**src/rtl/serial_sub_pkg.sv**
```systemverilog
// serial_sub_pkg: shared state encoding and default width for the bit-serial subtractor
package serial_sub_pkg;
  typedef enum logic [1:0] {IDLE, RUN, DONE} state_t;
  localparam int SUB_W_DEF = 8;
endpackage

```
**src/rtl/serial_fa.sv**
```systemverilog
// serial_fa: 1-bit full adder cell
module serial_fa (
  input  logic a,
  input  logic b,
  input  logic ci,
  output logic s,
  output logic co
);
  assign s  = a ^ b ^ ci;
  assign co = (a & b) | (ci & (a ^ b));
endmodule

```
**src/rtl/serial_sub8.sv**
```systemverilog
// serial_sub8: bit-serial d = a - b - bi, LSB first via one full adder; ov output with SERIAL_SUB_OVF_EN
module serial_sub8
  import serial_sub_pkg::*;
#(
  parameter int W = SUB_W_DEF
) (
  input  logic         clk,
  input  logic         rst_n,
  input  logic         start,
  input  logic [W-1:0] a,
  input  logic [W-1:0] b,
  input  logic         bi,
  output logic [W-1:0] d,
  output logic         bo,
  output logic         busy,
`ifdef SERIAL_SUB_OVF_EN
  output logic         done,
  output logic         ov
`else
  output logic         done
`endif
);
  localparam int CW = $clog2(W);
  state_t state, state_nx;
  logic [W-1:0] ra, rb;
  logic [W-2:0] res;
  logic [CW-1:0] cnt;
  logic c, s, co, last;
`ifdef SERIAL_SUB_OVF_EN
  logic am, bm;
`endif
  serial_fa u_fa (.a(ra[0]), .b(rb[0]), .ci(c), .s(s), .co(co));
  assign last = cnt == CW'(W - 1);
  assign busy = state != IDLE;
  assign done = state == DONE;
  always_comb begin
    state_nx = state == IDLE ? (start ? RUN : IDLE) : state == RUN ? (last ? DONE : RUN) : IDLE;
  end
  always_ff @(posedge clk) begin
    if (!rst_n) state <= IDLE;
    else state <= state_nx;
  end
  always_ff @(posedge clk) begin
    if (!rst_n) begin
      ra  <= '0;
      rb  <= '0;
      res <= '0;
      cnt <= '0;
      c   <= 1'b0;
      d   <= '0;
      bo  <= 1'b0;
`ifdef SERIAL_SUB_OVF_EN
      am  <= 1'b0;
      bm  <= 1'b0;
      ov  <= 1'b0;
`endif
    end else if (state == IDLE && start) begin
      ra  <= a;
      rb  <= ~b;
      c   <= ~bi;
      cnt <= '0;
`ifdef SERIAL_SUB_OVF_EN
      am  <= a[W-1];
      bm  <= b[W-1];
`endif
    end else if (state == RUN) begin
      ra  <= ra >> 1;
      rb  <= rb >> 1;
      c   <= co;
      cnt <= cnt + 1'b1;
      res <= (W-1)'({s, res} >> 1);
      if (last) begin
        d  <= {s, res};
        bo <= ~co;
`ifdef SERIAL_SUB_OVF_EN
        ov <= (am != bm) && (s != am);
`endif
      end
    end
  end
endmodule

```
**config.mk**
```make
export PLATFORM = sky130hd
export DESIGN_NAME = serial_sub8
export DESIGN_NICKNAME = d
export VERILOG_FILES = /design/src/rtl/serial_sub_pkg.sv /design/src/rtl/serial_fa.sv /design/src/rtl/serial_sub8.sv
export SDC_FILE = /design/constraint.sdc
export NUM_CORES = 1
export LEC_CHECK = 0
export ABC_AREA = 1
export BUFFER_PORTS_ARGS = -buffer_cell sky130_fd_sc_hd__clkbuf_2
export CAP_MARGIN = 20
export CORE_ASPECT_RATIO = 0.75
export CORE_MARGIN = 3
export CORE_UTILIZATION = 50
export DETAILED_ROUTE_END_ITERATION = 7
export GPL_TIMING_DRIVEN = 0
export PLACE_DENSITY = 0.76
export SLEW_MARGIN = 20
export SYNTH_ARGS = -nofsm -noshare
export SYNTH_HDL_FRONTEND = slang
export SYNTH_SLANG_ARGS = --single-unit
export TNS_END_PERCENT = 30
```
**constraint.sdc**
```tcl
create_clock -name clk -period 1.7 [get_ports clk]
set_clock_uncertainty 0.2 [all_clocks]
set_input_delay 0.255 -clock clk [delete_from_list [all_inputs] [get_ports clk]]
set_output_delay 0.255 -clock clk [all_outputs]
set_load 0.02 [all_outputs]
```
After elaboration in Yosys (flattened, before gate mapping) --
Cells that the tools add are included.
Word-level totals: word-level logic and storage cells 39, output and inout bits 11, flip-flop bits (word level) 38, bits of input ports 20
Operators by class: bitwise operators 10, multiplexer cells 10, add/sub/neg operators 1, reduce and logical (&&, ||, !) cells 7, eq/ne operators 3
Operators with widths (count):
- 8-bit two-way mux | 4
- 8-bit inverter | 1
- 2-bit two-way mux | 3
- 1-bit inverter | 4
- 2-bit nonzero test | 2
- 3-bit by 1-bit adder with 3-bit output (second input constant) | 1
- 3-bit equality test (second input constant) | 1
- 1-bit two-way mux | 3
- 3-bit AND reduction | 1
- 1-bit bitwise AND | 2
- 2-bit by 1-bit equality test with 1-bit output (second input constant) | 1
- 2-bit equality test (second input constant) | 1
- 2-bit logical NOT | 1
- 2-bit AND reduction | 1
- 2-bit OR reduction | 1
- 1-bit XOR | 2
- 1-bit logical AND | 1
- 1-bit OR | 1

Logic depth before layout (Yosys ltp) --
Gate-level depths: netlist of run 1.
depth in word-level cells 5, gate-level depth with buffers 8, mapped depth without buffers 7

Modules after synthesis --
Synthesis of run 1 repeated with hierarchy kept, for this count alone.
Second synthesis, totals: cell total of the unflattened synthesis 240, area total of the unflattened synthesis 1706.6 sq um
Modules (own cells, without submodules):
- serial_sub8 | instances 1, area each 1686.6 sq um, cells each 239, sequential area each 760.7 sq um
- serial_fa | instances 1, area each 20.0 sq um, cells each 1, sequential area each 0.0 sq um

Worst setup path after synthesis of run 1 --
OpenSTA, ideal clock, no wires.
kind register to output, start point reg state[1], end point out done, path buffers 1, data arrival time 0.954 ns, cell stages (with the launch flop) 4, required time 1.245 ns, slack 0.291 ns, path through dfxtp_1 -> inv_2 -> buf_2 -> nor2_1
Between the ends: word-level cells in the longest chain between the ends 1
RTL lines:
- start, declared | line serial_sub8.sv:24 | state_t state, state_nx;
- start signal, assigned | line serial_sub8.sv:41 | else state <= state_nx;
- 2-bit equality test | line serial_sub8.sv:35 | assign done = state == DONE;
- end, declared | line serial_sub8.sv:20 | output logic done
No other way between the ends.

Final worst setup path of run 1 --
start point reg state[0], end point out busy
Between the ends: word-level cells in the longest chain between the ends 1
RTL lines:
- 2-bit nonzero test | line serial_sub8.sv:34 | assign busy = state != IDLE;
- end, declared | line serial_sub8.sv:15 | output logic busy,
No other way between the ends.

==> results of run 1 <==
[flip-flops by register name (all words and copies together) (netlist names)]
register	count
rb	8
c	1
ra	8
bo	1
res	7
d	8
state	2
cnt	3
[logic make-up after synthesis]
kind of cell	count (synthesis)	share of synthesized area, %
buffers and inverters	39	10.8
xor gates and xnor gates	1	0.503
and+or+nand+nor	119	29.4
adders and majority gates	3	2.59
AOI/OAI and AO/OA	37	13.0
DFF	38	43.7
[repair_timing]
action | in CTS | in global routing
setup buffers | 1 | 0
hold buffers | 1 | 0
cloned | 0 | 0
hold endpoints to repair | 1 | 0
setup endpoints to repair | 2 | 2
pin swaps | 1 | 0
gates resized for setup | 2 | 5
[layer usage]
| layer | GRT usage [%] | part of all wire (%) | up-vias |
|---|---|---|---|
| met5 | 0 | 0 | - |
| met4 | 8.79 | 1.4 | 0 |
| met3 | 5.11 | 5.7 | 5 |
| met2 | 26.9 | 41 | 41 |
| met1 | 27.7 | 51 | 694 |
| li1 | - | - | 817 |
[layout make-up]
class | count | area share [%]
multi-input cells | 160 | 39.0
clock buffers | 5 | 3.39
inverters | 26 | 4.80
plain buffers | 12 | 4.62
clock inverters | 2 | 0.493
repair buffers | 30 | 7.88
well taps | 38 | 2.34
flip-flops and latches | 38 | 37.5
[Yosys cell counts]
cell       n  share of area (%)
inv_2      3               0.65
buf_4      3                1.3
o21ai_1   10                2.9
clkinv_1   1               0.22
dfxtp_1   38                 44
nor2_2     1               0.36
nand2_1   56                 12
o21ai_4    1               0.93
buf_2      6                1.7
xor2_1     1               0.50
a21oi_2    8                4.0
nand2_2    1               0.36
nor2_1    28                6.0
a21oi_1   12                3.5
buf_6      3                1.9
inv_1     22                4.7
nor2_4     2                1.3
ha_1       2                1.4
fa_1       1                1.2
nand2_4    1               0.65
o21ai_0    6                1.7
clkbuf_1   1               0.22
nand3_1   30                8.6
[through the flow]
step                      utilization, %  setup slack [ps]
final                               65.0              38.2
after detailed placement            61.7               150
after floorplan                        -               291
after CTS                           64.9              1.17
after global placement              61.7               171
after global routing                65.0             -23.7
[critical path, delay by kind of cell (launching register included)]
family	cells	cell delay, ps
flops	1	320
simple gates	1	130
buf+inv	4	460
[power by group]
part           internal [mW]  switching [mW]  leakage, nW
sequential             0.940          0.0265        0.312
combinational          0.113           0.162        0.643
clock                  0.275           0.307       0.0438
[path summary, 6_finish.rpt]
check,start,end,slack (ps),cells after the start
setup reg to reg,state[1]$_SDFF_PP0_,d[6]$_SDFFE_PN0P_,130,6
hold / removal,b[7],rb[7]$_SDFFE_PN0P_,20,4
setup / recovery,state[0]$_SDFF_PN0_,busy,40,5
hold reg to reg,rb[4]$_SDFFE_PN0P_,rb[4]$_SDFFE_PN0P_,270,2
==> impl_metrics.env, run 1 <==
export IMPL_cp_end_kind="output pin"
export IMPL_totalWireLength_um=3650
export IMPL_start_util_pct=55.7
export IMPL_max_slew_margin_pct=74.9
export IMPL_die_h_um=57.1
export IMPL_crit_type="register to output pin"
export IMPL_power_density_mw_per_mm2=897
export IMPL_clockRootBuffer="clkbuf_8"
export IMPL_place_area_mm2=0.00193
export IMPL_firstDrtPassIters=4
export IMPL_first_global_vias=1435
export IMPL_grt_pass1_wl_um=6290
export IMPL_postRouteAntennaNets=0
export IMPL_dieArea_mm2=0.00423
export IMPL_slowest_stage="dfxtp_1"
export IMPL_finalCritPeriodShare_pct=97.8
export IMPL_synth_seq_cells=38
export IMPL_finalNonFillerCells=311
export IMPL_final_cell_mix="56 x nand2_1, 37 x dfxtp_1, 30 x nand3_1"
export IMPL_drive_above_1_share_pct=23.8
export IMPL_multi_input_area_um2=792
export IMPL_rows=17
export IMPL_boundaryPins=31
export IMPL_period_minus_slack_ps=1660
export IMPL_drc_errors=0
export IMPL_final_common_cell="nand2_1"
export IMPL_grt_antenna_before_repair=0
export IMPL_critPathMaxStageDelay_ps=320
export IMPL_ys_types=23
export IMPL_timing_hold_violations_final=0
export IMPL_seqCellArea_um2=762
export IMPL_status="complete, no violations"
export IMPL_vias=1557
export IMPL_final_cell_area_mm2=0.00203
export IMPL_cts_sinks=38
export IMPL_finalSetupTns_ps=0
export IMPL_path_clk_slew_ps=70
export IMPL_irDropWorstVdd_v=0.000505
export IMPL_cp_start_kind="register"
export IMPL_placedCellCount=303
export IMPL_worst_pin_slew_ps=377
export IMPL_nFillCells=287
export IMPL_ys_warn_count=0
export IMPL_worstPathMaxFanout=10
export IMPL_cts_tree="yes"
export IMPL_p_leak_nw=0.998
export IMPL_rsz0062_at_grt="yes"
export IMPL_syn_inst=237
export IMPL_numPortBuffers=28
export IMPL_syn2layout_area_growth_pct=16.8
export IMPL_finalSetupViolCount=0
export IMPL_worst_ep_arrival_time_ps=1210
export IMPL_detailed_place_hpwl_um=2580
export IMPL_final_net_count=296
export IMPL_cts_buffers=5
export IMPL_required_ps=1240
export IMPL_track_usage_pct=19.3
export IMPL_drt_first_iter_violations=75
export IMPL_vias_per_cell=5.01
export IMPL_synth_fp_nets=260
export IMPL_num_antenna_cells=0
export IMPL_min_path_type="input port to register"
export IMPL_die_w_um=74.1
export IMPL_clk_latency_ps=290
export IMPL_totalPowerFinal_mw=1.82
export IMPL_hold_worst_slack_ps=19.0
export IMPL_grt_max_degree=12
export IMPL_htreeDepth=2
export IMPL_core_area_mm2=0.00313
export IMPL_routedWlPerCell_um=11.7
export IMPL_path_common_cell="buf_6"
export IMPL_grt_overflow_total=0
export IMPL_ys_seq_area_share_pct=43.7
export IMPL_synth_avg_cell_area_um2=7.34
export IMPL_fmaxAchievable_mhz=602
export IMPL_syn_area_mm2=0.00174
export IMPL_maxCapViolCount=0
export IMPL_cts_max_path_buffers=2
export IMPL_slew_viol_final=0
export IMPL_place_congestion=0.811
export IMPL_path_cells="buf_6, nor2_4, buf_6, inv_1, clkbuf_2"
Note: power is estimated with default switching activity, not from simulation.
==> inputs of run 2 (changes only) <==
--- a/config.mk
+++ b/config.mk
@@ -11,8 +11,8 @@
 export CORE_ASPECT_RATIO = 0.75
 export CORE_MARGIN = 3
 export CORE_UTILIZATION = 50
+export CTS_CLUSTER_SIZE = 16
 export DETAILED_ROUTE_END_ITERATION = 7
-export GPL_TIMING_DRIVEN = 0
 export PLACE_DENSITY = 0.76
 export SLEW_MARGIN = 20
 export SYNTH_ARGS = -nofsm -noshare
==> run 2 against run 1 <==
First-iteration DRC count grew 71%. Wire length is 0.80% lower. Highest routed layer unchanged. Critical path type unchanged. Non-clock buffer count is 1 higher. Via count is 0.77% higher. Maximum frequency shrank 0.20%. Clock power grew 58%. Sequential share of layout area decreased by 1.3 points. Flip-flop and latch count did not move. Total power is 19% higher. Sequential power increased by 0.6%. Die area did not move. Largest cell class unchanged.
==> impl_metrics.env, run 2 (synthesis gave the netlist of run 1 again) <==
export IMPL_htreeDepth=2
export IMPL_postRouteAntennaNets=0
export IMPL_cts_tree="yes"
export IMPL_period_minus_slack_ps=1670
export IMPL_start_util_pct=55.7
export IMPL_cts_max_path_buffers=2
export IMPL_crit_type="register to output pin"
export IMPL_rsz0062_at_grt="no"
export IMPL_drt_first_iter_violations=128
export IMPL_vias=1569
export IMPL_die_w_um=74.1
export IMPL_drive_above_1_share_pct=24.7
export IMPL_drc_errors=0
export IMPL_required_ps=1240
export IMPL_whs_path_depth=4
export IMPL_power_density_mw_per_mm2=1030
export IMPL_numPortBuffers=30
export IMPL_hold_worst_slack_ps=9.73
export IMPL_wl_met1_um=1800
export IMPL_grt_pass1_wl_um=6290
export IMPL_firstDrtPassIters=4
export IMPL_slew_viol_final=0
export IMPL_detailed_place_hpwl_um=2490
export IMPL_cp_end_kind="output pin"
export IMPL_r2r_start="cnt[0]$_SDFFE_PP0N_"
export IMPL_worstPathMaxFanout=8
export IMPL_status="complete, no violations"
export IMPL_finalCritPeriodShare_pct=97.9
export IMPL_crit_start="state[0]$_SDFF_PN0_"
export IMPL_utilization_pct=67.3
export IMPL_reg2reg_depth=6
export IMPL_routed_top_layer="met4"
export IMPL_min_path_type="input port to register"
export IMPL_max_slew_margin_pct=58.5
export IMPL_die_h_um=57.1
export IMPL_crit_end="done"
export IMPL_worst_pin_slew_ps=619
export IMPL_maxCapViolCount=0
export IMPL_final_cell_mix="56 x nand2_1, 37 x dfxtp_1, 30 x nand3_1"
export IMPL_syn2layout_area_growth_pct=21.0
export IMPL_first_global_vias=1452
export IMPL_cts_sinks=38
export IMPL_wl_met2_um=1590
export IMPL_rows=17
export IMPL_num_antenna_cells=0
export IMPL_vias_per_cell=5.01
export IMPL_finalSetupViolCount=0
export IMPL_place_congestion=0.808
export IMPL_path_clk_slew_ps=80
export IMPL_totalWireLength_um=3620
export IMPL_timing_hold_violations_final=0
export IMPL_core_area_mm2=0.00313
export IMPL_track_usage_pct=18.6
export IMPL_grt_overflow_total=0
export IMPL_worst_ep_arrival_time_ps=1210
export IMPL_final_common_cell="nand2_1"
export IMPL_reg_largest_list="d: 8 flops, ra: 8 flops, rb: 8 flops"
export IMPL_cts_buffers=5
export IMPL_cp_start_kind="register"
export IMPL_routedWlPerCell_um=11.6
export IMPL_irDropWorstVdd_v=0.000970
export IMPL_final_net_count=297
export IMPL_wl_met3_um=208
export IMPL_clk_latency_ps=290
export IMPL_finalSetupTns_ps=0
export IMPL_grt_max_degree=19
export IMPL_grt_antenna_before_repair=0
export IMPL_reg2reg_slack_ps=190
export IMPL_fmaxAchievable_mhz=601
export IMPL_clockRootBuffer="clkbuf_8"
export IMPL_boundaryPins=31
export IMPL_p_leak_nw=1.03
export IMPL_dieArea_mm2=0.00423
export IMPL_rr_endpoint="d[3]$_SDFFE_PN0P_"
## run 2: critical path, stage by stage, from the launching register on
cell	delay, ps
dfxtp_2	360
buf_6	140
buf_4	160
nor2_1	110
buf_4	150
## run 2: final cells by class
class                           instances  area, µm²
Clock inverter                          3       68.8
Tap cell                               38       47.5
Multi-Input combinational cell        160        792
Clock buffer                            5       68.8
Inverter                               26       97.6
Timing Repair Buffer                   43        269
Fill cell                             252       1020
Sequential cell                        38        762
## run 2: metal layers
layer / global-route usage (%) / vias to the layer above
met4: 5.17 / 0
met3: 5.81 / 4
li1: - / 821
met1: 25.8 / 710
met5: 0 / -
met2: 27.9 / 34
## run 2: worst min path at each step
stage,from,endpoint,slack (ps)
5_1_grt,b[7],rb[7]$_SDFFE_PN0P_,20
4_1_cts,b[7],rb[7]$_SDFFE_PN0P_,10
2_1_floorplan,a[7],ra[7]$_SDFFE_PN0P_,200
3_3_place_gp,rb[1]$_SDFFE_PN0P_,rb[1]$_SDFFE_PN0P_,250
6_report,b[7],rb[7]$_SDFFE_PN0P_,10
3_5_place_dp,rb[1]$_SDFFE_PN0P_,rb[1]$_SDFFE_PN0P_,260
## run 2: repair_timing
action	4_1_cts	5_1_grt
setup buffers	0	3
pin swaps	0	1
hold buffers	1	0
endpoints found under the hold margin	1	0
gates resized for setup	2	2
endpoints found under the setup margin	1	2
## run 2: through the flow
| stage | setup WS, ps | cell area, µm² | power (mW) | std cells |
|---|---|---|---|---|
| 5_1_grt | 15.6 | 2110 | 2.25 | 313 |
| 3_5_place_dp | 228 | 1930 | 1.25 | 301 |
| 6_report | 34.9 | 2110 | 2.16 | 313 |
| 3_3_place_gp | 252 | 1930 | 1.24 | 301 |
| 2_1_floorplan | 291 | 1740 | 1.18 | 237 |
| 4_1_cts | 0.616 | 2080 | 2.16 | 310 |
## run 2: power by group
part	switching (mW)	total [mW]	internal (mW)
logic	0.156	0.272	0.116
clock network	0.331	0.919	0.588
registers	0.0318	0.972	0.940
total	0.519	2.16	1.64
==> inputs of run 3 (changes only) <==
--- a/config.mk
+++ b/config.mk
@@ -11,9 +11,11 @@
 export CORE_ASPECT_RATIO = 0.75
 export CORE_MARGIN = 3
 export CORE_UTILIZATION = 50
+export CTS_CLUSTER_DIAMETER = 100
 export CTS_CLUSTER_SIZE = 16
 export DETAILED_ROUTE_END_ITERATION = 7
 export PLACE_DENSITY = 0.76
+export RECOVER_POWER = 50
 export SLEW_MARGIN = 20
 export SYNTH_ARGS = -nofsm -noshare
 export SYNTH_HDL_FRONTEND = slang
==> run 3 against run 2 <==
Critical path depth unchanged. Critical path type unchanged. Critical endpoint unchanged. Maximum frequency up 1.8%. Non-clock buffer count unchanged. Largest cell class unchanged. Total power down 0.70%.
==> impl_metrics.env, run 3 (synthesis gave the netlist of run 1 again) <==
export IMPL_core_area_mm2=0.00313
export IMPL_track_usage_pct=18.6
export IMPL_path_clk_slew_ps=80
export IMPL_wl_met2_um=1570
export IMPL_cp_start_kind="register"
export IMPL_pwr_share_clk_pct=42.6
export IMPL_crit_type="register to output pin"
export IMPL_grt_overflow_total=0
export IMPL_cts_sinks=38
export IMPL_rows=17
export IMPL_worst_ep_arrival_time_ps=1180
export IMPL_fmaxAchievable_mhz=611
export IMPL_detailed_place_hpwl_um=2490
export IMPL_p_sw_share_pct=23.7
export IMPL_totalWireLength_um=3590
export IMPL_finalSetupTns_ps=0
export IMPL_period_minus_slack_ps=1640
export IMPL_cp_end_kind="output pin"
export IMPL_finalSetupViolCount=0
export IMPL_clockRootBuffer="clkbuf_8"
export IMPL_status="complete, no violations"
export IMPL_place_congestion=0.808
export IMPL_first_global_vias=1452
export IMPL_rsz0062_at_grt="no"
export IMPL_irDropWorstVdd_v=0.000968
export IMPL_syn2layout_area_growth_pct=18.7
export IMPL_power_density_mw_per_mm2=1040
export IMPL_drc_errors=0
export IMPL_crit_start="state[0]$_SDFF_PN0_"
export IMPL_drt_first_iter_violations=96
export IMPL_grt_max_degree=19
export IMPL_max_slew_margin_pct=61.1
export IMPL_crit_end="done"
export IMPL_rr_endpoint="d[3]$_SDFFE_PN0P_"
export IMPL_reg_largest_list="d: 8 flops, ra: 8 flops, rb: 8 flops"
export IMPL_p_leak_nw=0.995
export IMPL_worstPathMaxFanout=8
export IMPL_timing_hold_violations_final=0
export IMPL_grt_antenna_before_repair=0
export IMPL_slew_viol_final=0
export IMPL_boundaryPins=31
export IMPL_htreeDepth=2
export IMPL_routed_top_layer="met4"
export IMPL_final_net_count=297
export IMPL_maxCapViolCount=0
export IMPL_final_common_cell="nand2_1"
export IMPL_cts_tree="yes"
export IMPL_min_path_type="input port to register"
export IMPL_drive_above_1_share_pct=20.0
export IMPL_grt_pass1_wl_um=6290
export IMPL_final_cell_mix="57 x nand2_1, 37 x dfxtp_1, 30 x nand3_1"
export IMPL_cts_max_path_buffers=2
export IMPL_reg2reg_slack_ps=200
export IMPL_wl_met3_um=178
export IMPL_whs_path_depth=4
export IMPL_placedCellCount=301
export IMPL_numPortBuffers=30
export IMPL_reg2reg_depth=6
export IMPL_hold_worst_slack_ps=15.0
export IMPL_pwr_share_seq_pct=45.2
export IMPL_vias_per_cell=4.97
export IMPL_finalCritPeriodShare_pct=96.2
export IMPL_finalNonFillerCells=313
export IMPL_die_w_um=74.1
export IMPL_postRouteAntennaNets=0
export IMPL_vias=1557
export IMPL_combPwrFrac_pct=12.1
export IMPL_clk_latency_ps=290
export IMPL_num_antenna_cells=0
export IMPL_power_switching_mw=0.510
export IMPL_firstDrtPassIters=4
export IMPL_required_ps=1240
export IMPL_wl_met1_um=1830
export IMPL_worst_pin_slew_ps=580
export IMPL_cts_buffers=5
export IMPL_die_h_um=57.1
export IMPL_r2r_start="cnt[0]$_SDFFE_PP0N_"
export IMPL_routedWlPerCell_um=11.5
export IMPL_start_util_pct=55.7
export IMPL_power_internal_mw=1.64
export IMPL_dieArea_mm2=0.00423
export IMPL_nFillCells=268
run 3: changes by cell type in the layout (fill, tap and decap cells not counted), sizes merged:
cell | before | now
clkbuf | 34 | 35
buf | 13 | 12
run 3: worst min path at each step:
stage,start,endpoint,slack [ps]
after floorplan,a[7],ra[7]$_SDFFE_PN0P_,200
after global placement,rb[1]$_SDFFE_PN0P_,rb[1]$_SDFFE_PN0P_,250
after detailed placement,rb[1]$_SDFFE_PN0P_,rb[1]$_SDFFE_PN0P_,260
after CTS,b[7],rb[7]$_SDFFE_PN0P_,10
after global routing,b[7],rb[7]$_SDFFE_PN0P_,20
final,b[7],rb[7]$_SDFFE_PN0P_,20
run 3: through the flow:
| stage | cell area (µm²) | util, % | worst slack (ps) | power, mW |
|---|---|---|---|---|
| 2_1_floorplan | 1740 | - | 291 | 1.18 |
| 3_3_place_gp | 1930 | 61.7 | 252 | 1.24 |
| 3_5_place_dp | 1930 | 61.7 | 228 | 1.25 |
| 4_1_cts | 2080 | 66.5 | 0.616 | 2.16 |
| 5_1_grt | 2070 | 66.1 | 28.2 | 2.24 |
| 6_report | 2070 | 66.1 | 64.4 | 2.15 |
run 3: layout make-up:
class | count | area (µm²) | area share (%)
multi-input combinational | 160 | 766 | 37.1
sequential | 38 | 762 | 36.9
timing repair buffer | 43 | 255 | 12.4
inverter | 26 | 97.6 | 4.72
clock buffer | 5 | 68.8 | 3.33
clock inverter | 3 | 68.8 | 3.33
tap | 38 | 47.5 | 2.30
run 3: layer usage:
metal  up-vias  global-route usage [%]
met3         2                    5.81
met1       702                    25.8
met2        31                    27.9
met5         -                       0
li1        822                       -
met4         0                    5.17
run 3: worst max-delay path: stages (launching register included):
cell	delay, ps
dfxtp_2	360
buf_6	140
buf_4	150
nor2_1	100
buf_4	150
run 3: timing repair:
item,in CTS,in global routing
endpoints found under the setup margin,1,2
hold buffers,1,0
pin swaps,0,1
buffers inserted,0,3
hold endpoints to repair,1,0
resized for setup,2,2
run 3: power by group through the flow:
stage	Clock, mW	Combinational (mW)	Sequential [mW]
6_report	0.916	0.260	0.972
5_1_grt	0.966	0.298	0.977
4_1_cts	0.929	0.262	0.971
3_5_place_dp	0	0.257	0.990
3_3_place_gp	0	0.253	0.990
2_1_floorplan	0	0.199	0.980
